**src/rtl/tdc_mlt_sched_if.sv**
```systemverilog
// tdc_mlt_sched_if
// Bundles the scheduler's channel capture inputs, the shared mlt datapath
// handshake and the tagged result stream.
//   slave  : seen by the scheduler (captures/datapath return in, grants/results out)
//   master : seen by the environment (TDC capture logic, datapath, event packer)
// Signals:
//   ch_valid/ch_int/ch_frac   per-channel capture strobe and coarse/fine pair
//   ch_pend/ch_ovf            holding register occupied / sticky capture loss
//   mlt_start/mlt_int/mlt_frac  request to the combining datapath
//   mlt_dval/mlt_result       datapath return
//   res_valid/res_ch/res_data tagged result strobe
//   seq_err/clr_err           sticky tag-pipeline disagreement / clear of sticky flags
interface tdc_mlt_sched_if #(
    parameter int NCH    = 8,
    parameter int INT_W  = 11,
    parameter int FRAC_W = 11,
    parameter int OUT_W  = 37
);
    localparam int CW = $clog2(NCH);

    logic [NCH-1:0]             ch_valid;
    logic [NCH-1:0][INT_W-1:0]  ch_int;
    logic [NCH-1:0][FRAC_W-1:0] ch_frac;
    logic [NCH-1:0]             ch_pend;
    logic [NCH-1:0]             ch_ovf;
    logic                       mlt_start;
    logic [INT_W-1:0]           mlt_int;
    logic [FRAC_W-1:0]          mlt_frac;
    logic                       mlt_dval;
    logic [OUT_W-1:0]           mlt_result;
    logic                       res_valid;
    logic [CW-1:0]              res_ch;
    logic [OUT_W-1:0]           res_data;
    logic                       seq_err;
    logic                       clr_err;

    modport slave (
        input  ch_valid, ch_int, ch_frac, mlt_dval, mlt_result, clr_err,
        output ch_pend, ch_ovf, mlt_start, mlt_int, mlt_frac,
               res_valid, res_ch, res_data, seq_err
    );

    modport master (
        output ch_valid, ch_int, ch_frac, mlt_dval, mlt_result, clr_err,
        input  ch_pend, ch_ovf, mlt_start, mlt_int, mlt_frac,
               res_valid, res_ch, res_data, seq_err
    );
endinterface

```
**src/rtl/tdc_mlt_sched.sv**
```systemverilog
// tdc_mlt_sched
// Round-robin scheduler sharing one mlt coarse/fine combining datapath
// (LAT-cycle latency) between NCH TDC channels. Each channel owns a one-deep
// holding register; at most one request is issued per clock, its channel tag
// travels alongside the datapath and the returning result is tagged with it.
// Ports:
//   i_clk     system clock, rising edge
//   i_rst_n   asynchronous active-low reset
//   sched_if  tdc_mlt_sched_if.slave (capture, datapath and result signals)
module tdc_mlt_sched #(
    parameter int NCH    = 8,
    parameter int INT_W  = 11,
    parameter int FRAC_W = 11,
    parameter int OUT_W  = 37,
    parameter int LAT    = 3
) (
    input  logic              i_clk,
    input  logic              i_rst_n,
    tdc_mlt_sched_if.slave    sched_if
);
    localparam int CW = $clog2(NCH);

    logic [NCH-1:0]             r_pend;
    logic [NCH-1:0]             r_ovf;
    logic [NCH-1:0][INT_W-1:0]  r_hold_int;
    logic [NCH-1:0][FRAC_W-1:0] r_hold_frac;
    logic [CW-1:0]              r_rr_ptr;

    logic                       r_start;
    logic [INT_W-1:0]           r_mlt_int;
    logic [FRAC_W-1:0]          r_mlt_frac;

    // Tag pipeline: index 0 is loaded together with mlt_start, index LAT
    // lines up with the cycle the datapath raises mlt_dval.
    logic [LAT:0]               r_tag_v;
    logic [LAT:0][CW-1:0]       r_tag_ch;

    logic                       r_res_valid;
    logic [CW-1:0]              r_res_ch;
    logic [OUT_W-1:0]           r_res_data;
    logic                       r_seq_err;

    logic                       w_gnt_any;
    logic [CW-1:0]              w_gnt_idx;
    logic [NCH-1:0]             w_gnt;
    logic [CW-1:0]              w_rr_next;
    logic                       w_tail_v;

    // Search pending channels starting at r_rr_ptr, wrapping at NCH-1.
    always_comb begin
        logic [CW:0] idx;
        w_gnt_any = 1'b0;
        w_gnt_idx = '0;
        w_gnt     = '0;
        idx       = '0;
        for (int i = 0; i < NCH; i++) begin
            idx = {1'b0, r_rr_ptr} + (CW+1)'(i);
            if (idx >= (CW+1)'(NCH)) begin
                idx = idx - (CW+1)'(NCH);
            end
            if (!w_gnt_any && r_pend[idx[CW-1:0]]) begin
                w_gnt_any = 1'b1;
                w_gnt_idx = idx[CW-1:0];
            end
        end
        if (w_gnt_any) begin
            w_gnt[w_gnt_idx] = 1'b1;
        end
    end

    assign w_rr_next = (w_gnt_idx == CW'(NCH-1)) ? '0 : w_gnt_idx + 1'b1;
    assign w_tail_v  = r_tag_v[LAT];

    always_ff @(posedge i_clk or negedge i_rst_n) begin
        if (!i_rst_n) begin
            r_pend      <= '0;
            r_ovf       <= '0;
            r_hold_int  <= '0;
            r_hold_frac <= '0;
            r_rr_ptr    <= '0;
            r_start     <= 1'b0;
            r_mlt_int   <= '0;
            r_mlt_frac  <= '0;
            r_tag_v     <= '0;
            r_tag_ch    <= '0;
            r_res_valid <= 1'b0;
            r_res_ch    <= '0;
            r_res_data  <= '0;
            r_seq_err   <= 1'b0;
        end else begin
            for (int c = 0; c < NCH; c++) begin
                // A capture landing on the grant cycle refills the slot that
                // is being emptied, so it is accepted rather than lost.
                if (sched_if.ch_valid[c] && (!r_pend[c] || w_gnt[c])) begin
                    r_hold_int[c]  <= sched_if.ch_int[c];
                    r_hold_frac[c] <= sched_if.ch_frac[c];
                end
                r_pend[c] <= sched_if.ch_valid[c] | (r_pend[c] & ~w_gnt[c]);
                if (sched_if.ch_valid[c] && r_pend[c] && !w_gnt[c]) begin
                    r_ovf[c] <= 1'b1;
                end else if (sched_if.clr_err) begin
                    r_ovf[c] <= 1'b0;
                end
            end

            if (w_gnt_any) begin
                r_start    <= 1'b1;
                r_mlt_int  <= r_hold_int[w_gnt_idx];
                r_mlt_frac <= r_hold_frac[w_gnt_idx];
                r_rr_ptr   <= w_rr_next;
            end else begin
                r_start    <= 1'b0;
                r_mlt_int  <= '0;
                r_mlt_frac <= '0;
            end

            r_tag_v  <= {r_tag_v[LAT-1:0], w_gnt_any};
            r_tag_ch <= {r_tag_ch[LAT-1:0], w_gnt_idx};

            r_res_valid <= w_tail_v & sched_if.mlt_dval;
            if (w_tail_v && sched_if.mlt_dval) begin
                r_res_ch   <= r_tag_ch[LAT];
                r_res_data <= sched_if.mlt_result;
            end

            if (w_tail_v ^ sched_if.mlt_dval) begin
                r_seq_err <= 1'b1;
            end else if (sched_if.clr_err) begin
                r_seq_err <= 1'b0;
            end
        end
    end

    assign sched_if.ch_pend   = r_pend;
    assign sched_if.ch_ovf    = r_ovf;
    assign sched_if.mlt_start = r_start;
    assign sched_if.mlt_int   = r_mlt_int;
    assign sched_if.mlt_frac  = r_mlt_frac;
    assign sched_if.res_valid = r_res_valid;
    assign sched_if.res_ch    = r_res_ch;
    assign sched_if.res_data  = r_res_data;
    assign sched_if.seq_err   = r_seq_err;
endmodule

```
**src/flat_wrapper.sv**
```systemverilog
// flat-port wrapper written by rule: the top's interface ports become plain ports
module tdc_mlt_sched_flat 
#(
    parameter int NCH    = 8,
    parameter int INT_W  = 11,
    parameter int FRAC_W = 11,
    parameter int OUT_W  = 37,
    parameter int LAT    = 3
)
  (i_clk, i_rst_n, sched_if_ch_valid, sched_if_ch_int, sched_if_ch_frac, sched_if_mlt_dval, sched_if_mlt_result, sched_if_clr_err, sched_if_ch_pend, sched_if_ch_ovf, sched_if_mlt_start, sched_if_mlt_int, sched_if_mlt_frac, sched_if_res_valid, sched_if_res_ch, sched_if_res_data, sched_if_seq_err);
  tdc_mlt_sched_if #(.NCH(NCH), .INT_W(INT_W), .FRAC_W(FRAC_W), .OUT_W(OUT_W)) sched_if_i ();
  input  logic i_clk;
  input  logic i_rst_n;
  input wire logic [$bits(sched_if_i.ch_valid)-1:0] sched_if_ch_valid;
  input wire logic [$bits(sched_if_i.ch_int)-1:0] sched_if_ch_int;
  input wire logic [$bits(sched_if_i.ch_frac)-1:0] sched_if_ch_frac;
  input wire logic [$bits(sched_if_i.mlt_dval)-1:0] sched_if_mlt_dval;
  input wire logic [$bits(sched_if_i.mlt_result)-1:0] sched_if_mlt_result;
  input wire logic [$bits(sched_if_i.clr_err)-1:0] sched_if_clr_err;
  output wire logic [$bits(sched_if_i.ch_pend)-1:0] sched_if_ch_pend;
  output wire logic [$bits(sched_if_i.ch_ovf)-1:0] sched_if_ch_ovf;
  output wire logic [$bits(sched_if_i.mlt_start)-1:0] sched_if_mlt_start;
  output wire logic [$bits(sched_if_i.mlt_int)-1:0] sched_if_mlt_int;
  output wire logic [$bits(sched_if_i.mlt_frac)-1:0] sched_if_mlt_frac;
  output wire logic [$bits(sched_if_i.res_valid)-1:0] sched_if_res_valid;
  output wire logic [$bits(sched_if_i.res_ch)-1:0] sched_if_res_ch;
  output wire logic [$bits(sched_if_i.res_data)-1:0] sched_if_res_data;
  output wire logic [$bits(sched_if_i.seq_err)-1:0] sched_if_seq_err;
  assign sched_if_i.ch_valid = sched_if_ch_valid;
  assign sched_if_i.ch_int = sched_if_ch_int;
  assign sched_if_i.ch_frac = sched_if_ch_frac;
  assign sched_if_i.mlt_dval = sched_if_mlt_dval;
  assign sched_if_i.mlt_result = sched_if_mlt_result;
  assign sched_if_i.clr_err = sched_if_clr_err;
  assign sched_if_ch_pend = sched_if_i.ch_pend;
  assign sched_if_ch_ovf = sched_if_i.ch_ovf;
  assign sched_if_mlt_start = sched_if_i.mlt_start;
  assign sched_if_mlt_int = sched_if_i.mlt_int;
  assign sched_if_mlt_frac = sched_if_i.mlt_frac;
  assign sched_if_res_valid = sched_if_i.res_valid;
  assign sched_if_res_ch = sched_if_i.res_ch;
  assign sched_if_res_data = sched_if_i.res_data;
  assign sched_if_seq_err = sched_if_i.seq_err;
  tdc_mlt_sched #(.NCH(NCH), .INT_W(INT_W), .FRAC_W(FRAC_W), .OUT_W(OUT_W), .LAT(LAT)) u_core (.i_clk(i_clk), .i_rst_n(i_rst_n), .sched_if(sched_if_i));
endmodule
```
**config.mk**
```make
export PLATFORM = sky130hd
export DESIGN_NAME = tdc_mlt_sched_flat
export DESIGN_NICKNAME = d
export VERILOG_FILES = /design/src/rtl/tdc_mlt_sched_if.sv /design/src/rtl/tdc_mlt_sched.sv /design/src/flat_wrapper.sv
export SDC_FILE = /design/constraint.sdc
export NUM_CORES = 1
export LEC_CHECK = 0
export ABC_AREA = 1
export CAP_MARGIN = 15
export CORE_ASPECT_RATIO = 1.5
export CORE_MARGIN = 1
export CORE_UTILIZATION = 50
export CTS_CLUSTER_DIAMETER = 80
export DETAILED_ROUTE_END_ITERATION = 10
export GPL_ROUTABILITY_DRIVEN = 1
export GPL_TIMING_DRIVEN = 0
export PLACE_DENSITY_LB_ADDON = 0.12
export SETUP_SLACK_MARGIN = 0.5
export SYNTH_ARGS = -nofsm -noshare
export SYNTH_HDL_FRONTEND = slang
export SYNTH_SLANG_ARGS = --single-unit
export TNS_END_PERCENT = 20
```
**constraint.sdc**
```tcl
create_clock -name i_clk -period 3.8 [get_ports i_clk]
set_input_delay 1.14 -clock i_clk [delete_from_list [all_inputs] [get_ports i_clk]]
set_output_delay 1.14 -clock i_clk [all_outputs]
set_load 0.01 [all_outputs]
```
Word-level counts from Yosys, hierarchy flattened. Cells that the tools add are included.

Word-level logic and storage cells: 233. Register bits after elaboration: 276. Output and inout port bits: 81.

Order comparisons: 18. Reduce and logical (&&, ||, !) cells: 73. Bitwise operators: 26. Add/subtract/negate cells: 16. Eq/ne operators: 1. Muxes and demuxes: 61.

Operator list (count): $bmux 11 s3 (2); $mux 3 (17); $mux 11 (4); $lt 3x4->1 const B (9); $logic_and 1x1->1 (33); $ge 4x4->1 const B (7); $mux 1 (28); $bmux 1 s3 (8); $sub 3x1->3 const B (8); $logic_not 1->1 (23); $reduce_bool 2->1 (9); $add 3x3->4 const B (4); $and 1x1->1 (9); $add 3x2->4 const B (2); $logic_or 1x1->1 (8); $mux 8 (1); $not 1->1 (8); $or 1x1->1 (8); $add 3x1->4 const B (1); $ge 3x4->1 const B (1); $add 3x1->3 const B (1); $demux 1 s3 (1); $eq 3x3->1 const B (1); $ge 3x1->1 const B (1); $xor 1x1->1 (1).

Longest topological paths before layout.
Depth after elaboration: 34. Mapped depth: 23. Depth with buffers taken out: 20.

Worst setup path before layout. Ideal clock, no wire load.

Path type: register -> register. Start point: register u_core.r_rr_ptr[0]. End point: register u_core.r_hold_frac[79] in the netlist's numbering. Setup time: 0.117 ns. Setup slack: 0.764 ns. Path buffers: 3. Period minus slack after synthesis: 3.036 ns. Data required time: 3.683 ns. Arrival time: 2.919 ns. Cell stages (with the launch flop): 22. Cell sequence: dfrtp_1 buf_6 inv_2 buf_6 ha_1 inv_1 nand3_2 nand3_1 nand2_2 nor2_4 nand4_4 nor2_8 nand2_1 nand3b_4 nand2_8 inv_8 nand2_4 o21ai_4 nand2_4 buf_6 nand2_1 nand2_1.

Word-level cells in the longest chain between the ends: 33. Elaborated cells on any way between the ends: 85. Classes of those cells: add/sub (15); order compare (10); mux (43); reduce/logical (17).

Ends and longest elaborated chain: from (decl) (line tdc_mlt_sched.sv:27) `logic [CW-1:0] r_rr_ptr;`; from (signal assigned) (line tdc_mlt_sched.sv:110) `r_rr_ptr <= w_rr_next;`; parallel branches: the longest is 30 deep, another holds $add 3x1->4; $mux 8 (*) (line tdc_mlt_sched.sv:66) `if (w_gnt_any) begin`; $logic_or 1x1->1 (*) (line tdc_mlt_sched.sv:94) `if (sched_if.ch_valid[c] && (!r_pend[c] || w_gnt[c])) begin`; $logic_and 1x1->1 (*) (line tdc_mlt_sched.sv:94); to (signal, indexed assignment) (line tdc_mlt_sched.sv:96) `r_hold_frac[c] <= sched_if.ch_frac[c];`; to (decl) (line tdc_mlt_sched.sv:26) `logic [NCH-1:0][FRAC_W-1:0] r_hold_frac;`.

Mark *: on every way between the ends. The select of a mux whose other input is x is not followed. A chain may end at the register's enable or synchronous reset.

Worst setup path in the final report.
Start point: register u_core.r_rr_ptr[0]. End point: register u_core.r_rr_ptr[1].

Word-level cells in the longest chain between the ends: 28. Elaborated cells on any way between the ends: 80. Classes of those cells: add/sub (16); order compare (8); eq/ne (1); mux (41); reduce/logical (14).

Ends and longest elaborated chain: parallel branches: the longest is 28 deep, another holds $add 3x1->4.

Several ways; the timed one is not identified. The select of a mux whose other input is x is not followed.

==> out/qor.txt <==
Status = finished, final reports clean
IO Count = 306
Seq cells post-synth = 275
Worst hold path startpoint = u_core.r_tag_v[2]$_DFF_PN0_
CTS tree = built
Critical path required time = 4200 ps
Post-route worst setup slack = 586 ps
First-pass GRT wire length = 62600 µm
Pins Over Slew Limit = 0
Hold Path Sink = u_core.r_tag_v[3]$_DFF_PN0_
Post-layout net count = 2136
Max Fclk = 311 MHz
Synth area leaders = dfrtp_1 (53%), nand2_1 (17%), nand3_1 (10%), mux2_2 (3.5%), inv_1 (2.3%)
Chip height = 200 µm
Starting Density = 0.514
Worst EP arrival = 3620 ps
WL final = 41000 µm
Synth top area share = 0.529
Synth unique cells = 39
Remaining DRCs = 0
R2R setup slack = 590 ps
Worst r2r path cells = 18
Final setup viols = 0
Register area share after synthesis = 0.529
Root buf cell = clkbuf_16
Final Wtd Congestion = 0.907
FF-to-FF Start = u_core.r_rr_ptr[0]$_DFFE_PN0P_
Largest net degree at the start of global routing = 111
DIE WIDTH = 134 µm
Hpwl dp = 31200 µm
N_diodes = 0
Crit share post-route = 0.846
CP cell instances = buf_6 > inv_2 > buf_12 > ha_4 > nand3_1 > nand3_2 > nand2_2 > nor2_4 > nand4_4 > nor2_8 > nand3_4 > nor2_4 > inv_2 > nand3_4 > clkbuf_2 > nor2_1 > nor2_1 > o21ai_0
Clock sinks = 275
Reg2reg end = u_core.r_rr_ptr[1]$_DFFE_PN0P_
CP Class = reg -> reg
Maximum capacitance violations = 0
Slew @ Worst Pin = 1140 ps
Hold Buf Count CTS = 0
FP Rows = 71
Area after DPL = 16500 µm²
Setup_tns = 0 ps
Area Growth Syn to Fin = 38.6%
Synthesized area = 13000 µm²
Core Box Area = 25300 µm²
Warnings from Yosys = 0
Worst-Skew Late Latency = 560 ps
Mapped Cells = 1543
Vias in the first global route = 11800
Syn_nets = 1771
Clk buf depth = 3
Post-Syn Area per Cell = 8.43 µm²
Post-Layout Inst Area = 18000 µm²
Final worst path period need = 3210 ps
Vias after detailed routing = 12000
Gr usage total = 0.311
H-tree depth = 1
Die Footprint = 26700 µm²
Min-delay worst type = reg -> reg
GRT Residual Overflow = 0
CP Capture Type = flop
1st-pass router iterations = 5
Antenna violations before repair = 0
Via density = 5.30
Yosys top cell by area = dfrtp_1
Antenna viol nets, final = 0
Worst Hold Depth = 0
RSZ-0062 raised after global routing = true
Largest fanout on the critical path = 10
Setup WS pre-CTS = -148 ps
Slowest cell delay on critical path = 360 ps
Startpoint types = flop
Commonest non-fill, non-tap cell in the layout = nand2_1
Slew margin rel. = 0.242
Slowest CP cell = dfrtp_1
Fill cells = 2053
Most frequent cells in the layout = nand2_1 (600), clkdlybuf4s50_1 (302), dfrtp_1 (275)
Layout cells sized above 1 = 0.140
Inserted Clock Buffers = 26
DR iter-0 viols = 783
Final Hold Viols = 0
CTS clock-pin slew for the worst setup and hold paths = 70 ps
Port buffer count = 303
Worst Skew = 38.3 ps
WL/cell = 18.2 µm
[synthesized netlist by cell type, drive strengths merged]
master	count
a31oi	2
nand3b	20
clkbuf	24
o21bai	2
o211ai	1
buf	66
or2	1
xor2	1
nor3	1
nand3	283
nand4	22
o21ai	17
nand2	626
inv	88
a21oi	7
dfrtp	275
nor2	53
o22ai	7
ha	3
mux2	40
xnor2	3
clkinv	1
[how the worst max path moves through the flow]
stage | start | end | slack [ps] | cells past startpoint
5_1_grt | u_core.r_rr_ptr[0]$_DFFE_PN0P_ | u_core.r_hold_frac[67]$_DFFE_PN0P_ | 430 | 22
6_report | u_core.r_rr_ptr[0]$_DFFE_PN0P_ | u_core.r_rr_ptr[1]$_DFFE_PN0P_ | 590 | 18
4_1_cts | u_core.r_rr_ptr[0]$_DFFE_PN0P_ | u_core.r_hold_int[72]$_DFFE_PN0P_ | 500 | 22
2_1_floorplan | u_core.r_rr_ptr[0]$_DFFE_PN0P_ | u_core.r_hold_frac[79]$_DFFE_PN0P_ | 760 | 21
3_5_place_dp | u_core.r_rr_ptr[0]$_DFFE_PN0P_ | u_core.sched_if.mlt_int[7]$_DFF_PN0_ | -150 | 19
3_3_place_gp | i_rst_n | u_core.r_hold_int[49]$_DFFE_PN0P_ | -9900 | 1
[metrics by stage]
step	instances	hold WS, ps	util
floorplan	1543	331	-
global placement	2174	334	0.650
detailed placement	2176	339	0.652
CTS	2234	351	0.696
global route	2254	362	0.712
finish	2254	348	0.712
[per-layer routing]
layer  routed length (µm)  track usage  part of all wire
met4                 1960        0.153             0.048
met2                21200        0.565              0.52
met1                15500        0.359              0.38
met3                 2320       0.0393             0.057
met5                    0            0                 0
[layout make-up]
cell class	count	area, µm²	area share
flip-flops and latches	275	6880	0.382
multi-input cells	1089	5510	0.306
inverters	89	357	0.0198
well taps	328	410	0.0228
repair buffers	337	3370	0.187
clock inverters	9	86.3	0.00479
plain buffers	90	654	0.0363
clock buffers	37	762	0.0423
[what timing repair did]
action,in CTS,in global routing
pin swaps,9,18
setup buffers,12,18
hold endpoints to repair,0,0
endpoints found under the setup margin,218,197
gates resized for setup,51,70
gates cloned,0,2
[registers in the layout (all words and copies together) (netlist names), 3 cells and up]
name and count:
u_core.sched_if.ch_pend 8, u_core.r_hold_frac 88, u_core.sched_if.res_ch 3, u_core.sched_if.mlt_frac 11, u_core.r_tag_v 4, u_core.r_hold_int 88
u_core.r_tag_ch 12, u_core.r_rr_ptr 3, u_core.sched_if.mlt_int 11, u_core.sched_if.ch_ovf 8, u_core.sched_if.res_data 37
[cells by family after synthesis]
group           share of synthesized area
simple gates                        0.349
flops                               0.529
buf+inv                            0.0639
mux                                0.0346
compound gates                     0.0171
xor+xnor                          0.00327
fa+ha+maj                         0.00289
[critical path: cells and delay by family, from the launching register on]
kind	cells	cell delay, ps
AO/OA/AOI/OAI	1	140
buffers and inverters	5	660
adder cells (fa/ha/maj)	1	340
flip-flops	1	360
AND/OR/NAND/NOR	11	1530
Power is not shown: default switching activity piles up to over one toggle a cycle in this logic, so the estimate is an artifact.
